[config.mk]
export PLATFORM = sky130hd
export DESIGN_NAME = plb_tag_responder
export DESIGN_NICKNAME = d
export VERILOG_FILES = /design/src/rtl/mpt_pkg.sv /design/src/rtl/plb_tag_cam.sv /design/src/rtl/plb_tag_responder.sv
export SDC_FILE = /design/constraint.sdc
export NUM_CORES = 1
export LEC_CHECK = 0
export CAP_MARGIN = 20
export CORE_ASPECT_RATIO = 0.7
export CORE_UTILIZATION = 35
export CTS_BUF_LIST = sky130_fd_sc_hd__clkbuf_16
export CTS_CLUSTER_DIAMETER = 50
export DETAILED_ROUTE_END_ITERATION = 8
export SYNTH_ARGS = -nofsm -noshare
export SYNTH_HDL_FRONTEND = slang
export SYNTH_SLANG_ARGS = --single-unit
export TNS_END_PERCENT = 5
[constraint.sdc]
create_clock -name clk_i -period 6.95 [get_ports clk_i]
set_clock_uncertainty 0.1 [all_clocks]
set_input_delay 1.0425 -clock clk_i [delete_from_list [all_inputs] [get_ports clk_i]]
set_output_delay 1.0425 -clock clk_i [all_outputs]
set_load 0.02 [all_outputs]
[src/rtl/mpt_pkg.sv]
// Shared MPT/PLB types and constants.
// Used by the PLB responder and the walker's lookup master.
package mpt_pkg;

  localparam int PLB_ADDR_W        = 64;
  localparam int PLB_PAGE_OFFSET_W = 12;
  localparam int PLB_TAG_W         = PLB_ADDR_W - PLB_PAGE_OFFSET_W;

  typedef logic [PLB_TAG_W-1:0] plb_tag_t;

  typedef struct packed {
    logic     valid;
    plb_tag_t tag;
  } plb_entry_t;

  localparam logic [63:0] PLB_HIT  = 64'h1;
  localparam logic [63:0] PLB_MISS = 64'h0;

endpackage

[src/rtl/plb_tag_cam.sv]
// Fully-associative PLB tag store.
// Provides parallel match, lowest-free encoder and one write port.
module plb_tag_cam
  import mpt_pkg::*;
#(
  parameter  int ENTRIES = 4,
  localparam int IDX_W   = $clog2(ENTRIES)
) (
  input  logic               clk_i,
  input  logic               rst_ni,
  input  logic               flush_i,
  input  plb_tag_t           match_tag_i,
  output logic               hit_o,
  output logic [ENTRIES-1:0] hit_oh_o,
  output logic               free_o,
  output logic [IDX_W-1:0]   free_idx_o,
  input  logic               we_i,
  input  logic [IDX_W-1:0]   waddr_i,
  input  plb_tag_t           wtag_i
);

  plb_entry_t ent_q [ENTRIES];

  always_comb begin
    hit_oh_o = '0;
    for (int i = 0; i < ENTRIES; i++) begin
      hit_oh_o[i] = ent_q[i].valid &&
                    (ent_q[i].tag == match_tag_i);
    end
  end

  assign hit_o = |hit_oh_o;

  // Scan high to low so the lowest free index wins.
  always_comb begin
    free_o     = 1'b0;
    free_idx_o = '0;
    for (int i = ENTRIES-1; i >= 0; i--) begin
      if (!ent_q[i].valid) begin
        free_o     = 1'b1;
        free_idx_o = IDX_W'(i);
      end
    end
  end

  always_ff @(posedge clk_i) begin
    if (!rst_ni || flush_i) begin
      for (int i = 0; i < ENTRIES; i++) begin
        ent_q[i] <= '0;
      end
    end else if (we_i) begin
      ent_q[waddr_i] <= '{valid: 1'b1, tag: wtag_i};
    end
  end

endmodule

[src/rtl/plb_tag_responder.sv]
// PLB answering side: lookup/fill over a MEM-style port.
// One-cycle response, round-robin replacement, global flush.
module plb_tag_responder
  import mpt_pkg::*;
#(
  parameter  int PLB_ENTRIES       = 4,
  parameter  int PAGE_OFFSET_WIDTH = PLB_PAGE_OFFSET_W,
  parameter  int MEM_DATA_WIDTH    = 64,
  parameter  int MEM_ADDR_WIDTH    = PLB_ADDR_W,
  localparam int IDX_W             = $clog2(PLB_ENTRIES),
  localparam int OCC_W             = IDX_W + 1
) (
  input  logic                        clk_i,
  input  logic                        rst_ni,
  input  logic                        plb_slave_mem_req,
  output logic                        plb_slave_mem_gnt,
  output logic                        plb_slave_mem_valid,
  input  logic [MEM_ADDR_WIDTH-1:0]   plb_slave_mem_addr,
  output logic [MEM_DATA_WIDTH-1:0]   plb_slave_mem_rdata,
  input  logic [MEM_DATA_WIDTH-1:0]   plb_slave_mem_wdata,
  input  logic                        plb_slave_mem_we,
  input  logic [MEM_DATA_WIDTH/8-1:0] plb_slave_mem_be,
  output logic                        plb_slave_mem_error,
  input  logic                        plb_flush_i,
  output logic [OCC_W-1:0]            plb_occupancy_o
);

  logic                      gnt;
  plb_tag_t                  tag;
  logic                      hit;
  logic [PLB_ENTRIES-1:0]    hit_oh;
  logic                      free;
  logic [IDX_W-1:0]          free_idx;
  logic                      be_ok;
  logic                      install;
  logic [IDX_W-1:0]          waddr;

  logic [IDX_W-1:0]          ptr_q, ptr_d;
  logic [OCC_W-1:0]          occ_q, occ_d;
  logic                      valid_q, valid_d;
  logic [MEM_DATA_WIDTH-1:0] rdata_q, rdata_d;
  logic                      err_q, err_d;

  logic unused_bits;
  assign unused_bits = ^{plb_slave_mem_wdata,
                         plb_slave_mem_addr[PAGE_OFFSET_WIDTH-1:0]};

  assign gnt = plb_slave_mem_req && !plb_flush_i && rst_ni;
  assign tag = plb_tag_t'(
    plb_slave_mem_addr[MEM_ADDR_WIDTH-1:PAGE_OFFSET_WIDTH]);
  assign be_ok = &plb_slave_mem_be;

  // Existing tags are never duplicated; bad byte enables drop the fill.
  assign install = gnt && plb_slave_mem_we && be_ok && !(|hit_oh);
  assign waddr   = free ? free_idx : ptr_q;

  plb_tag_cam #(
    .ENTRIES (PLB_ENTRIES)
  ) u_cam (
    .clk_i       (clk_i),
    .rst_ni      (rst_ni),
    .flush_i     (plb_flush_i),
    .match_tag_i (tag),
    .hit_o       (hit),
    .hit_oh_o    (hit_oh),
    .free_o      (free),
    .free_idx_o  (free_idx),
    .we_i        (install),
    .waddr_i     (waddr),
    .wtag_i      (tag)
  );

  always_comb begin
    ptr_d   = ptr_q;
    occ_d   = occ_q;
    valid_d = gnt;
    rdata_d = MEM_DATA_WIDTH'(PLB_MISS);
    err_d   = 1'b0;
    if (plb_flush_i) begin
      ptr_d = '0;
      occ_d = '0;
    end else if (install) begin
      if (free) begin
        occ_d = occ_q + OCC_W'(1);
      end else begin
        ptr_d = ptr_q + IDX_W'(1);
      end
    end
    if (gnt && !plb_slave_mem_we && hit) begin
      rdata_d = MEM_DATA_WIDTH'(PLB_HIT);
    end
    if (gnt && plb_slave_mem_we && !be_ok) begin
      err_d = 1'b1;
    end
  end

  always_ff @(posedge clk_i) begin
    if (!rst_ni) begin
      ptr_q   <= '0;
      occ_q   <= '0;
      valid_q <= 1'b0;
      rdata_q <= '0;
      err_q   <= 1'b0;
    end else begin
      ptr_q   <= ptr_d;
      occ_q   <= occ_d;
      valid_q <= valid_d;
      rdata_q <= rdata_d;
      err_q   <= err_d;
    end
  end

  assign plb_slave_mem_gnt   = gnt;
  assign plb_slave_mem_valid = valid_q;
  assign plb_slave_mem_rdata = rdata_q;
  assign plb_slave_mem_error = err_q;
  assign plb_occupancy_o     = occ_q;

endmodule

# Yosys cells after proc, flatten, opt, wreduce, memory -nomap -nowiden
# Memory sizes are Yosys's and may differ from the RTL's.
# Cells that the tools add are included.
# op_classes
n_addsub	2
eq_ne	4
n_mul	0
muxes	19
bitwise	2
shift	0
n_lt_le_gt_ge	0
div	0
n_reduce_logical	24
# ops
op	n
$eq 52x52->1	4
$mux 53	1
$reduce_or 53->1	1
$logic_and 1x1->1	12
$mux 1	12
$mux 2	6
$reduce_and 8->1	1
$logic_not 1->1	5
$reduce_and 2->1	2
$reduce_or 4->1	1
$add 3x1->3 const B	1
$add 2x1->2 const B	1
$not 1->1	2
$reduce_or 2->1	1
$logic_or 1x1->1	1
# totals
wordCells	57
latchBits	0
out_inout_bits	70
input_bits	141
ff_bits	71
ramBits	212
rom_bits	0
n_memories	1
# memory_table
memory	depth	word_bits	rd	rd_ports_with_merged_regs	wr	line_no	rtl
u_cam.ent_q	4	53	4	0	4	plb_tag_cam.sv:22	plb_entry_t ent_q [ENTRIES];

# Longest topological paths before layout
# depth
ltp_word	11
mapped_depth	9

# Cells and area by module
# Synthesis repeated with hierarchy kept, for this count alone.
# hier_totals
cells_unflattened	877
area_unflattened_um2	11096.9
# modules_own_cells
mod	cells_per_inst	n_inst	seq_area_each_um2	area_each_um2
plb_tag_cam	770	1	6366.1	10248.6
plb_tag_responder	107	1	160.2	848.3

# Worst setup path after synthesis
# No wires, ideal clock.
# synth_path
path_kind	in2reg
start	in plb_flush_i
end	mem u_cam.ent_q[2][0] (netlist name) (enable)
t_required_ns	6.431
path_slack_ns	2.512
stages	5
arrival_time_ns	3.918
setup_time_ns	0.419
path_cell_list	and2b_1 -> and2_1 -> nand3_1 -> nor4b_4 -> nand2b_1
# synth_lines
element	line_no	rtl
start: declaration	plb_tag_responder.sv:24	input logic plb_flush_i,
end: declaration	plb_tag_cam.sv:22	

==> run_results.csv <==
group,metric,value,unit
setup_path,path_class,"in2reg",
finish,syn_to_final_growth,11.7,%
clocking,cts_sinks,220,
floorplan,core,31600,um^2
placed_design,port_buffers,71,
logic_synthesis,synth.distinct_cells,45,
global_routing,grt_max_degree,55,
floorplan,die_area,33400,um^2
clocking,cts_buffer_depth,3,
logic_synthesis,avgSynthCellArea,12.5,um^2
finish,final_layout_size_suffix_gt1_frac,0.0550,
power_and_ir_drop,irDropWorstVdd,0.119,mV
timing,worst_slew_pin_slew,1.08,ns
floorplan,die_x,218,um
logic_synthesis,synth_top_area_share,0.557,
floorplan,start_util,0.361,
logic_synthesis,synthCells,917,
timing,layout_min_cycle_time,4.89,ns
global_routing,track_usage,0.166,
placed_design,routabilityCongestion,0.890,
floorplan,chipHeight,153,um
detailed_routing,post-route-drc-count,0,
logic_synthesis,synth_area_leaders,"edfxtp_1 56%, xnor2_1 13%, and2_1 8.2%, buf_4 4.3%, nand4_1 2.5%",
setup_path,r2r-start,"u_cam.ent_q[1][18]",
logic_synthesis,yosysTopAreaCell,"edfxtp_1",
power_and_ir_drop,power.density,233,nW/um^2
clocking,cts-resized-gates,0,
timing,maxSlewHeadroom,0.273,
placed_design,hpwl,18.6,mm
floorplan,io_pins,211,
detailed_routing,wl_per_cell,20.1,um
min_path,hold_depth,1,
clocking,clock_latency,0.53,ns
logic_synthesis,async_flop_share,0,
setup_path,required,7.09,ns
timing,setup_tns,0,ns
logic_synthesis,ys_seq_area_frac,0.571,
status,status,"completed",
floorplan,row_count,54,
clocking,cts_setup_buffers,0,
setup_path,worstReg2RegEnd,"u_cam.ent_q[1][12]",
setup_path,cp.arrival,5.03,ns
logic_synthesis,synth_most_common_cell,"edfxtp_1",
global_routing,antenna_found_initial,1,
detailed_routing,first_pass_iters,5,
logic_synthesis,ys_ff_latch,220,
setup_path,crit_fanout,28,
clocking,h-tree-depth,1,
detailed_routing,routed_wl,27.8,mm
global_routing,grt_pass1_vias,5994,
timing,finalHoldViolations,0,
timing,finalSetupViolations,0,
clocking,root_buffer,"clkbuf_16",
detailed_routing,drt.antenna.violating_nets,0,
clocking,tritoncts,"yes",
min_path,hold_end,"ptr_q[1]",
setup_path,reg2regPathDepth,8,
timing,fmax,0.204,GHz
timing,rsz0062_at_grt,"false",
global_routing,grt_pass1_wl,40.6,mm
global_routing,grt-ovfl-total,0,
timing,fin_ws,2.06,ns
detailed_routing,drt-initial-drc-count,626,
logic_synthesis,yosysWarnings,0,
timing,drv_slew,0,
logic_synthesis,syn_area,11400,um^2
clocking,clkTransAtPathRegs,0.06,ns
detailed_routing,dr_total_vias,6691,
logic_synthesis,synth_flop_cell,"edfxtp_1",
clocking,numCtsBuffers,22,
timing,finalCritPeriodShare,0.704,
flow_run,drv_cap,0,
setup_path,r2r_slack,2.94,ns
setup_path,end_kind,"flip-flop",
detailed_routing,vias_per_cell,4.83,
min_path,hp-start,"ptr_q[1]",
placed_design,place_ws,1.62,ns
clocking,ctsHoldBuffers,0,
finish,nets,1090,
min_path,min_path_type,"reg2reg",
logic_synthesis,synth_edf_count,212,
power_and_ir_drop,power_leakage,4.64,nW
logic_synthesis,yosys-top-cells-count,"212 x edfxtp_1, 176 x xnor2_1, 149 x and2_1",
setup_path,critPathLaunchType,"input pin",
## worst max-delay path by stage
stage / start / endpoint / slack (ns) / cells past startpoint
5_1_grt: plb_slave_mem_addr[42] / u_cam.ent_q[1][48] / 1.90 / 9
4_1_cts: plb_slave_mem_addr[42] / u_cam.ent_q[1][4] / 2.17 / 9
3_3_place_gp: plb_slave_mem_addr[42] / u_cam.ent_q[1][28] / 1.64 / 9
2_1_floorplan: plb_flush_i / u_cam.ent_q[2][0] / 2.51 / 5
6_report: plb_slave_mem_addr[42] / u_cam.ent_q[1][12] / 2.06 / 9
3_5_place_dp: plb_slave_mem_addr[42] / u_cam.ent_q[1][44] / 1.62 / 9
## logic make-up after synthesis
group           Yosys count  share of synthesized area
flops                   220                      0.571
buf+inv                 154                     0.0852
fa+ha+maj                 1                    0.00109
other cells               1                   0.000328
compound gates           26                     0.0177
mux                       2                    0.00175
xor+xnor                192                      0.147
simple gates            321                      0.175
## state kept, by name (all words and copies together), names as in the netlist
register and cells:
u_cam.ent_q 212, plb_occupancy_o 3, ptr_q 2, plb_slave_mem_error 1
plb_slave_mem_rdata 1, plb_slave_mem_valid 1
## metrics by stage
step                      hold slack (ns)  instance area, um^2  cells  utilization  power [mW]
after detailed placement            0.375                12100   1344        0.382        1.85
after global routing                0.422                12800   1383        0.403        3.06
after floorplan                     0.334                11700    979            -        1.77
final                               0.380                12800   1385        0.404        2.97
after CTS                           0.386                12800   1383        0.403        2.99
after global placement              0.353                12100   1344        0.382        1.84
## layer usage
layer / part of all wire / global-route usage / up-vias
met5: 0 / 0 / -
met4: 0.013 / 0.0276 / 0
met3: 0.080 / 0.0336 / 26
met2: 0.40 / 0.224 / 261
met1: 0.50 / 0.269 / 3289
li1: - / - / 3115
## worst max-delay path, cell delays in order
cell and delay, ns:
clkdlybuf4s50_1 0.64, xnor2_1 0.51, nand4_1 0.16, nor4_1 0.89
nand4_2 0.26, o2111ai_4 0.33, nor3_4 0.07, nand2b_2 0.63
buf_4 0.47
## cell type report
cell class	instances	area [um^2]
sequential	220	6530
clock buffer	23	576
tap	420	526
fill	2977	18900
inverter	14	52.6
antenna	2	5.00
multi-input combinational	605	4170
clock inverter	16	95.1
timing repair buffer	85	816
## where the power goes
| part | internal [mW] | switching, mW |
|---|---|---|
| Sequential | 1.50 | 0.0246 |
| Clock | 0.633 | 0.519 |
| Combinational | 0.111 | 0.177 |
## cell usage in the layout, fill, tap and decap left out, drive strengths merged, types with 2 or more instances in the layout
master         netlist  final
clkbuf              11     23
buf                129     14
nand3                8      8
nand2b              14     14
nor3                10     10
o2111ai              6      6
conb                 1     63
xnor2              176    176
and2               149    149
mux2i                2      2
nor2b                3      3
clkinv               0     11
nor4                27     27
xor2                16     16
o22ai                3      3
nor4b                2      2
nor2                 7      7
nand4               46     46
and3                43     43
o21ai                5      5
diode                0      2
clkdlybuf4s50        0     71
nand2                8      8
edfxtp             212    212
inv                 14     17
a21oi                5      5
dfxtp                8      8
No activity file was read; power rests on OpenSTA's default activity.
